**config.mk**
```make
export PLATFORM = sky130hd
export DESIGN_NAME = load_store_unit
export DESIGN_NICKNAME = d
export VERILOG_FILES = /design/src/rtl/load_store_unit_pkg.sv /design/src/rtl/load_extend.sv /design/src/rtl/load_store_unit.sv
export SDC_FILE = /design/constraint.sdc
export NUM_CORES = 1
export LEC_CHECK = 0
export ABC_AREA = 1
export BUFFER_PORTS_ARGS = -buffer_cell sky130_fd_sc_hd__buf_2
export CORE_MARGIN = 5
export CORE_UTILIZATION = 45
export CTS_BUF_LIST = sky130_fd_sc_hd__clkbuf_8
export CTS_CLUSTER_SIZE = 14
export DETAILED_ROUTE_END_ITERATION = 7
export GPL_TIMING_DRIVEN = 0
export PLACE_DENSITY = 0.79
export SLEW_MARGIN = 20
export SYNTH_ARGS = -nofsm -noshare
export SYNTH_HDL_FRONTEND = slang
export SYNTH_SLANG_ARGS = --single-unit
```
**constraint.sdc**
```tcl
create_clock -name clk -period 1.54 [get_ports clk]
set_input_delay 0.077 -clock clk [delete_from_list [all_inputs] [get_ports clk]]
set_output_delay 0.077 -clock clk [all_outputs]
set_load 0.02 [all_outputs]
```
**src/rtl/load_store_unit_pkg.sv**
```systemverilog
// Shared MEM-stage control types: load/store width select, LSU FSM states and
// the width helpers used to form byte enables and store data.
package HighLevelControl;

    typedef enum logic [2:0] {
        NONE               = 3'd0,
        BYTE               = 3'd1,
        HALF_WORD          = 3'd2,
        WORD               = 3'd3,
        BYTE_UNSIGNED      = 3'd4,
        HALF_WORD_UNSIGNED = 3'd5
    } truncSrc;

    typedef enum logic [2:0] {
        IDLE,
        REQ,
        WAIT,
        DONE,
        DRAIN
    } lsuState;

    typedef enum logic [1:0] {
        SZ_BYTE,
        SZ_HALF,
        SZ_WORD
    } acc_size_e;

    // NONE and the unused codes fall through to a full word.
    function automatic acc_size_e access_size(input truncSrc t);
        case (t)
            BYTE, BYTE_UNSIGNED:           return SZ_BYTE;
            HALF_WORD, HALF_WORD_UNSIGNED: return SZ_HALF;
            default:                       return SZ_WORD;
        endcase
    endfunction

    function automatic logic is_misaligned(input acc_size_e sz, input logic [1:0] off);
        case (sz)
            SZ_HALF: return off[0];
            SZ_WORD: return off != 2'b00;
            default: return 1'b0;
        endcase
    endfunction

    function automatic logic [3:0] byte_enables(input acc_size_e sz, input logic [1:0] off);
        case (sz)
            SZ_BYTE: return 4'b0001 << off;
            SZ_HALF: return 4'b0011 << off;
            default: return 4'b1111;
        endcase
    endfunction

    function automatic logic [31:0] replicate(input acc_size_e sz, input logic [31:0] d);
        case (sz)
            SZ_BYTE: return {4{d[7:0]}};
            SZ_HALF: return {2{d[15:0]}};
            default: return d;
        endcase
    endfunction

endpackage

```
**src/rtl/load_extend.sv**
```systemverilog
// Combinational load data alignment: shift the addressed byte lane down and
// sign- or zero-extend to the requested width.
module load_extend
    import HighLevelControl::*;
#(
    parameter int XLEN = 32
) (
    input  logic [XLEN-1:0] rdata,
    input  logic [1:0]      byte_off,
    input  logic [2:0]      trunc_src,
    output logic [XLEN-1:0] ext_data
);

    logic [XLEN-1:0] shifted;

    always_comb begin
        shifted = rdata >> {byte_off, 3'b000};
        case (truncSrc'(trunc_src))
            BYTE:               ext_data = {{(XLEN-8){shifted[7]}}, shifted[7:0]};
            HALF_WORD:          ext_data = {{(XLEN-16){shifted[15]}}, shifted[15:0]};
            BYTE_UNSIGNED:      ext_data = {{(XLEN-8){1'b0}}, shifted[7:0]};
            HALF_WORD_UNSIGNED: ext_data = {{(XLEN-16){1'b0}}, shifted[15:0]};
            default:            ext_data = shifted;
        endcase
    end

endmodule

```
**src/rtl/load_store_unit.sv**
```systemverilog
// MEM-stage load/store unit: issues one word-addressed req/gnt/rvalid access per
// instruction, stalls the pipeline while it is in flight, returns extended load data.
module load_store_unit
    import HighLevelControl::*;
#(
    parameter int XLEN = 32
) (
    input  logic            clk,
    input  logic            reset,
    input  logic            mem_read,
    input  logic            mem_write,
    input  logic [2:0]      trunc_src,
    input  logic [XLEN-1:0] addr,
    input  logic [XLEN-1:0] store_data,
    input  logic            flush,
    output logic            stall,
    output logic [XLEN-1:0] load_result,
    output logic            result_valid,
    output logic            misaligned,
    output logic            dmem_req,
    output logic            dmem_we,
    output logic [XLEN-1:0] dmem_addr,
    output logic [3:0]      dmem_be,
    output logic [XLEN-1:0] dmem_wdata,
    input  logic            dmem_gnt,
    input  logic            dmem_rvalid,
    input  logic [XLEN-1:0] dmem_rdata
);

    lsuState         state_q, state_d;
    logic            req_q, req_d;
    logic            we_q, we_d;
    logic [XLEN-1:0] addr_q, addr_d;
    logic [3:0]      be_q, be_d;
    logic [XLEN-1:0] wdata_q, wdata_d;
    logic [2:0]      trunc_q, trunc_d;
    logic [1:0]      off_q, off_d;
    logic [XLEN-1:0] load_result_q, load_result_d;
    logic            result_valid_q, result_valid_d;

    logic            access;
    logic            mis;
    acc_size_e       sz;
    logic [XLEN-1:0] ext_data;

    assign access = (mem_read | mem_write) & ~flush;
    assign sz     = access_size(truncSrc'(trunc_src));
    assign mis    = is_misaligned(sz, addr[1:0]);

    load_extend #(.XLEN(XLEN)) u_load_extend (
        .rdata    (dmem_rdata),
        .byte_off (off_q),
        .trunc_src(trunc_q),
        .ext_data (ext_data)
    );

    always_comb begin
        state_d        = state_q;
        req_d          = req_q;
        we_d           = we_q;
        addr_d         = addr_q;
        be_d           = be_q;
        wdata_d        = wdata_q;
        trunc_d        = trunc_q;
        off_d          = off_q;
        load_result_d  = load_result_q;
        result_valid_d = 1'b0;
        case (state_q)
            IDLE: begin
                if (access && mis) begin
                    state_d        = DONE;
                    result_valid_d = 1'b1;
                    load_result_d  = '0;
                end else if (access) begin
                    state_d = REQ;
                    req_d   = 1'b1;
                    we_d    = mem_write;
                    addr_d  = {addr[XLEN-1:2], 2'b00};
                    be_d    = byte_enables(sz, addr[1:0]);
                    wdata_d = replicate(sz, store_data);
                    trunc_d = trunc_src;
                    off_d   = addr[1:0];
                end
            end
            REQ: begin
                // A granted store has committed even if the instruction is
                // flushed in the same cycle; a granted load must drain.
                if (dmem_gnt) begin
                    req_d = 1'b0;
                    if (we_q) begin
                        state_d        = DONE;
                        result_valid_d = 1'b1;
                    end else begin
                        state_d = flush ? DRAIN : WAIT;
                    end
                end else if (flush) begin
                    req_d   = 1'b0;
                    state_d = IDLE;
                end
            end
            WAIT: begin
                if (dmem_rvalid) begin
                    if (flush) begin
                        state_d = IDLE;
                    end else begin
                        state_d        = DONE;
                        result_valid_d = 1'b1;
                        load_result_d  = ext_data;
                    end
                end else if (flush) begin
                    state_d = DRAIN;
                end
            end
            DRAIN: begin
                if (dmem_rvalid) state_d = IDLE;
            end
            DONE: state_d = IDLE;
            default: begin
                state_d = IDLE;
                req_d   = 1'b0;
            end
        endcase
    end

    always_ff @(posedge clk) begin
        if (reset) begin
            state_q        <= IDLE;
            req_q          <= 1'b0;
            we_q           <= 1'b0;
            addr_q         <= '0;
            be_q           <= '0;
            wdata_q        <= '0;
            trunc_q        <= '0;
            off_q          <= '0;
            load_result_q  <= '0;
            result_valid_q <= 1'b0;
        end else begin
            state_q        <= state_d;
            req_q          <= req_d;
            we_q           <= we_d;
            addr_q         <= addr_d;
            be_q           <= be_d;
            wdata_q        <= wdata_d;
            trunc_q        <= trunc_d;
            off_q          <= off_d;
            load_result_q  <= load_result_d;
            result_valid_q <= result_valid_d;
        end
    end

    assign stall        = ((state_q == IDLE) && access) || (state_q == REQ) ||
                          (state_q == WAIT) || (state_q == DRAIN);
    assign misaligned   = (state_q == IDLE) && access && mis && !reset;
    assign result_valid = result_valid_q;
    assign load_result  = load_result_q;
    assign dmem_req     = req_q;
    assign dmem_we      = we_q;
    assign dmem_addr    = addr_q;
    assign dmem_be      = be_q;
    assign dmem_wdata   = wdata_q;

endmodule
```
### Word level (Yosys, flattened, before mapping)

Cells that the tools add are included.

* muxes and demuxes: 31
* $mul: 0
* equal/unequal tests: 23
* shift operators: 3
* add/sub/neg operators: 0
* bitwise operators: 5
* $lt $le $gt $ge: 0
* divide/modulo/power cells: 0
* reduce and logical (&&, ||, !) cells: 19

Operators by type and width (number)
* 32-bit case mux with 2 select lines: 2
* 32-bit case mux with 4 select lines: 1
* 32-bit 2-to-1 mux: 3
* 32-bit by 5-bit >> shifter with 32-bit output: 1
* 3-bit 2-to-1 mux: 9
* 3-bit equality test (second input constant): 5
* 3-bit by 2-bit equality test with 1-bit output (second input constant): 4
* 2-bit inequality test (second input constant): 6
* 3-bit case mux with 4 select lines: 1
* 4-bit AND reduction: 3
* 3-bit by 1-bit equality test with 1-bit output (second input constant): 3
* 1-bit 2-to-1 mux: 9
* 3-bit inequality test (second input constant): 3
* 4-bit case mux with 2 select lines: 1
* 1-bit case mux with 3 select lines: 2
* 1-bit logical AND: 4
* 2-bit case mux with 2 select lines: 1
* 2-bit nonzero test: 2
* 2-bit OR reduction: 2
* 1-bit by 2-bit << shifter with 4-bit output (first input constant): 1
* 2-bit by 2-bit << shifter with 4-bit output (first input constant): 1
* 3-bit logical NOT: 1
* 1-bit logical OR: 3
* 1-bit inverter: 3
* other kinds (10): 10

* input bits: 106
* bits in writable memories: 0
* memory bits (read-only): 0
* output and inout bits: 105
* memories kept: 0
* word-level logic and storage cells: 91
* bits in latches: 0
* bits in registers: 109

### Depth between registers and ports, before layout

* word-level depth: 8
* gate-level depth with buffers: 12

### Cells and area by module

A second synthesis with hierarchy kept.

* cells, all modules: 833
* area, all modules: 5615.4 µm²

Modules (own cells, without submodules)
* load_store_unit: cells each 644, area each 4579.4 µm², instances 1, sequential area each 2182.1 µm²
* load_extend: cells each 189, area each 1036.0 µm², instances 1, sequential area each 0.0 µm²

### Worst setup path before layout

No wires, ideal clock.

* path type: register to output
* start point: register state_q[0]
* end point: output misaligned
* arrival time: 1439 ps
* buffers on the path: 2
* stages on the path, launching flop included: 8
* setup slack: 24 ps
* data required time: 1463 ps
* path through: dfxtp_1 > nor2_2 > nand2_1 > nor2_2 > nand2_1 > buf_4 > buf_4 > nor2_1

* longest elaborated chain between the ends: 4

RTL lines
* start, declared: line load_store_unit.sv:30 `lsuState state_q, state_d;`
* start signal, assigned: line load_store_unit.sv:138 `state_q <= state_d;`
* 3-bit logical NOT: line load_store_unit.sv:153 `assign misaligned = (state_q == IDLE) && access && mis && !reset;`
* 1-bit logical AND (3 in series): line load_store_unit.sv:153
* end, declared: line load_store_unit.sv:19 `output logic misaligned,`

Every way passes these cells.

### Final worst setup path

* start point: register state_q[0]
* end point: output stall

* longest elaborated chain between the ends: 5
* elaborated cells between the ends (all ways): 8

RTL lines
* 3-bit logical NOT: line load_store_unit.sv:151 `assign stall = ((state_q == IDLE) && access) || (state_q == REQ) ||`
* 1-bit logical AND: line load_store_unit.sv:151
* 1-bit logical OR (2 in series): line load_store_unit.sv:151
* 1-bit logical OR *: line load_store_unit.sv:152 `(state_q == WAIT) || (state_q == DRAIN);`
* end, declared: line load_store_unit.sv:16 `output logic stall,`

Mark *: on every way between the ends. The rest lies on a longest branch, timed or not.

==> results.py <==
metrics = {
    "logic_synthesis": {
        "yosysSeqAreaShare_pct": 41.3,
        "ys_warn_count": 0,
        "synth.area.top_cells": "dfxtp_1 41%, nand2_1 23%, a21oi_1 9.8%",
        "synthDistinctLibCells": 27,
        "synthCells": 812,
        "ys_ff_latch": 109,
        "syn_area_per_cell_um2": 6.51,
        "synth_area_mm2": 0.00528,
        "synth_top_area_share_pct": 41.3,
        "synth.largest_area_cell": "dfxtp_1",
    },
    "pwr": {
        "leakage_nw": 3.94,
        "ir_drop_v": 0.000936,
        "power.total_mw": 7.51,
        "powerDensity_mw_per_mm2": 933,
    },
    "critical_path": {
        "critPathMaxFanout": 4,
        "r2r-start": "state_q[0]$_SDFFE_PP0P_",
        "crit_type": "flop to primary output",
        "start_kind": "flop",
        "cp.required_ns": 1.46,
        "cp.arrival_ns": 1.56,
        "crit_path_end_kind": "primary output",
        "r2r_slack_ns": -0.09,
        "r2r-end": "dmem_addr[16]$_SDFFE_PP0P_",
        "r2r_cells": 9,
    },
    "cells_and_area": {
        "area_growth_pct": 52.4,
        "drive_above_1_share_pct": 36.0,
        "layout.nets": 1208,
        "multi_input_area_mm2": 0.00304,
        "final_cells": 1251,
        "register_area_mm2": 0.00219,
        "num-fill-cells": 954,
    },
    "clock_tree": {
        "clk_pin_slew_ns": 0.12,
        "cts_buffers": 9,
        "cts_sinks": 109,
        "cts_root_buffer": "clkbuf_8",
        "cts_tree": "yes",
        "worstSkewPairLatency_ns": 0.40,
        "htreeDepth": 3,
        "clk_path_buf_depth": 2,
    },
    "worst_hold_path": {
        "hold_class": "primary input to flop",
        "hold_path_end": "dmem_wdata[18]$_SDFFE_PP0P_",
        "hold_start": "store_data[18]",
        "whs_path_depth": 5,
    },
    "placed_design": {
        "dpl.hpwl_mm": 13.3,
        "dpl.cell_count": 1164,
        "port_buffers": 208,
        "place.gp.congestion": 0.960,
    },
    "timing": {
        "slew_headroom_pct": 51.6,
        "tightest_slew_ns": 0.726,
        "rsz0062_at_grt": "true",
        "final-setup-viol-count": 73,
        "worst_slack_ns": -0.0955,
        "period_share_pct": 106,
        "skew_ns": 0.0133,
        "fin_crit_ns": 1.64,
        "drv_slew": 0,
        "max_freq_ghz": 0.611,
        "report.final.hold_viol_count": 0,
    },
    "grt": {
        "grt_first_pass_wirelength_mm": 29.8,
        "grt-ovfl-total": 0,
        "grt_usage_pct": 25.9,
        "antenna_found_initial": 3,
        "grt_pass1_vias": 6159,
        "grt_max_degree": 21,
    },
    "floorplanning": {
        "die_area_mm2": 0.0140,
        "start_util_pct": 46.1,
        "pin_count": 211,
        "die_w_um": 118,
        "die_h_um": 118,
        "core_mm2": 0.0115,
        "rows": 39,
    },
    "detailed_routing": {
        "vias": 6544,
        "drt_iter0_markers": 597,
        "routedWlPerCell_um": 16.0,
        "dr.pass1.iters": 5,
        "detail-route-antenna-nets": 0,
        "vias_per_cell": 5.23,
        "drc": 0,
        "wirelength_mm": 20.0,
    },
    "run_status": {
        "status": "finished, violations left",
        "violations": "setup timing",
    },
    "run": {
        "drv_cap": 0,
    },
}
-- per-stage QoR --
step | instance area [µm²] | TNS [ns] | utilization, % | setup WS (ns) | hold slack [ns]
floorplan | 5290 | 0 | - | 0.0243 | 0.220
global placement | 6510 | -25.46 | 56.7 | -0.318 | 0.326
detailed placement | 6510 | -25.99 | 56.7 | -0.335 | 0.332
CTS | 7410 | -0.145 | 64.6 | -0.100 | 0.00156
global route | 8050 | -10.36 | 70.2 | -0.174 | 0.00452
finish | 8050 | -3.44 | 70.2 | -0.0955 | 0.0124
-- synthesized netlist by cell type --
| master | number |
|---|---|
| a21oi_1 | 103 |
| clkbuf_1 | 18 |
| nor2_1 | 21 |
| nor3_4 | 1 |
| buf_6 | 1 |
| o21ai_0 | 36 |
| dfxtp_1 | 109 |
| nand2_2 | 2 |
| inv_2 | 3 |
| buf_4 | 12 |
| clkbuf_2 | 1 |
| inv_1 | 49 |
| nand4_1 | 1 |
| nand3_1 | 89 |
| a31oi_1 | 1 |
| clkinv_1 | 1 |
| o2111ai_1 | 1 |
| conb_1 | 1 |
| o21ai_4 | 1 |
| nand2_1 | 327 |
| buf_2 | 19 |
| nand2_4 | 1 |
| nand3b_1 | 1 |
| nand3_2 | 4 |
| and2_1 | 1 |
| or2_2 | 6 |
| nor2_2 | 2 |
-- repair_timing --
item	in CTS	in global routing
endpoints found under the hold margin	47	0
endpoints found under the setup margin	108	107
hold buffers	47	0
cloned	1	5
setup buffers	11	7
pin swaps	7	29
gates resized for setup	44	167
-- sequential cells by signal, indices dropped and copies added, names as in the netlist --
register and count:
result_valid 1, state_q 3, dmem_we 1, trunc_q 3, dmem_addr 30, off_q 2
dmem_be 4, dmem_wdata 32, dmem_req 1, load_result 32
-- cells in the final DEF (no fill, tap or decap), types with 5 or more instances in the layout --
cell type / synthesis / layout
inv_1: 49 / 43
inv_6: 0 / 5
nand3_2: 4 / 7
buf_2: 19 / 213
a21oi_1: 103 / 54
inv_2: 3 / 7
buf_8: 0 / 9
nand2_1: 327 / 299
buf_4: 12 / 23
buf_6: 1 / 15
nand2_2: 2 / 13
dfxtp_1: 109 / 106
nor2_1: 21 / 19
or2_2: 6 / 6
nand2_4: 1 / 18
o21ai_0: 36 / 23
o21ai_1: 0 / 12
a21oi_2: 0 / 49
clkbuf_8: 0 / 9
dlygate4sd3_1: 0 / 47
clkbuf_1: 18 / 12
nand3_1: 89 / 85
-- area by class of cell --
| cell class | instances | share of cell area [%] |
|---|---|---|
| Timing Repair inverter | 1 | 0.109 |
| Antenna cell | 1 | 0.0311 |
| Clock buffer | 9 | 1.54 |
| Tap cell | 143 | 2.22 |
| Clock inverter | 7 | 1.15 |
| Sequential cell | 109 | 27.2 |
| Inverter | 53 | 2.69 |
| Timing Repair Buffer | 277 | 22.0 |
| Buffer | 50 | 5.24 |
| Multi-Input combinational cell | 601 | 37.8 |
-- worst max-delay path by stage --
stage / depth (start not counted) / startpoint / end / slack, ns
2_1_floorplan: 7 / state_q[0]$_SDFFE_PP0P_ / misaligned / 0.02
3_3_place_gp: 8 / state_q[1]$_SDFFE_PP0P_ / load_result[16]$_SDFFE_PP0P_ / -0.32
3_5_place_dp: 8 / state_q[1]$_SDFFE_PP0P_ / load_result[16]$_SDFFE_PP0P_ / -0.33
4_1_cts: 8 / state_q[1]$_SDFFE_PP0P_ / misaligned / -0.10
5_1_grt: 7 / state_q[0]$_SDFFE_PP0P_ / stall / -0.17
6_report: 7 / state_q[0]$_SDFFE_PP0P_ / stall / -0.1
-- cell families (layout without fill, tap and decap cells) --
group	Yosys count	in the layout	share of synthesized area [%]
buf+inv	104	397	8.86
other cells	1	3	0.0710
flops	109	109	41.3
simple gates	456	457	36.0
compound gates	142	142	13.8
-- metal layers --
layer  track usage (%)  up-vias  wire length, µm
li1                  -     3180                -
met2              42.9      276             9790
met3              8.79       75             1680
met1              29.8     3009             7670
met5                 0        -               18
met4              12.9        4              894
-- power breakdown --
group / internal, mW / switching, mW / leakage, nW / total, mW
Clock: 0.798 / 1.12 / 0.110 / 1.92
Sequential: 3.01 / 0.106 / 0.887 / 3.12
Combinational: 1.00 / 1.47 / 2.95 / 2.47
Total: 4.81 / 2.70 / 3.94 / 7.51
-- worst max-delay path, stage by stage (launching register included) --
cell and delay, ns:
dfxtp_4 0.37, nor2_4 0.12, nand2_2 0.08, nor2_4 0.17
buf_6 0.15, inv_2 0.03, nand4_1 0.10, buf_6 0.13
Power figures use the tool's default switching activity.
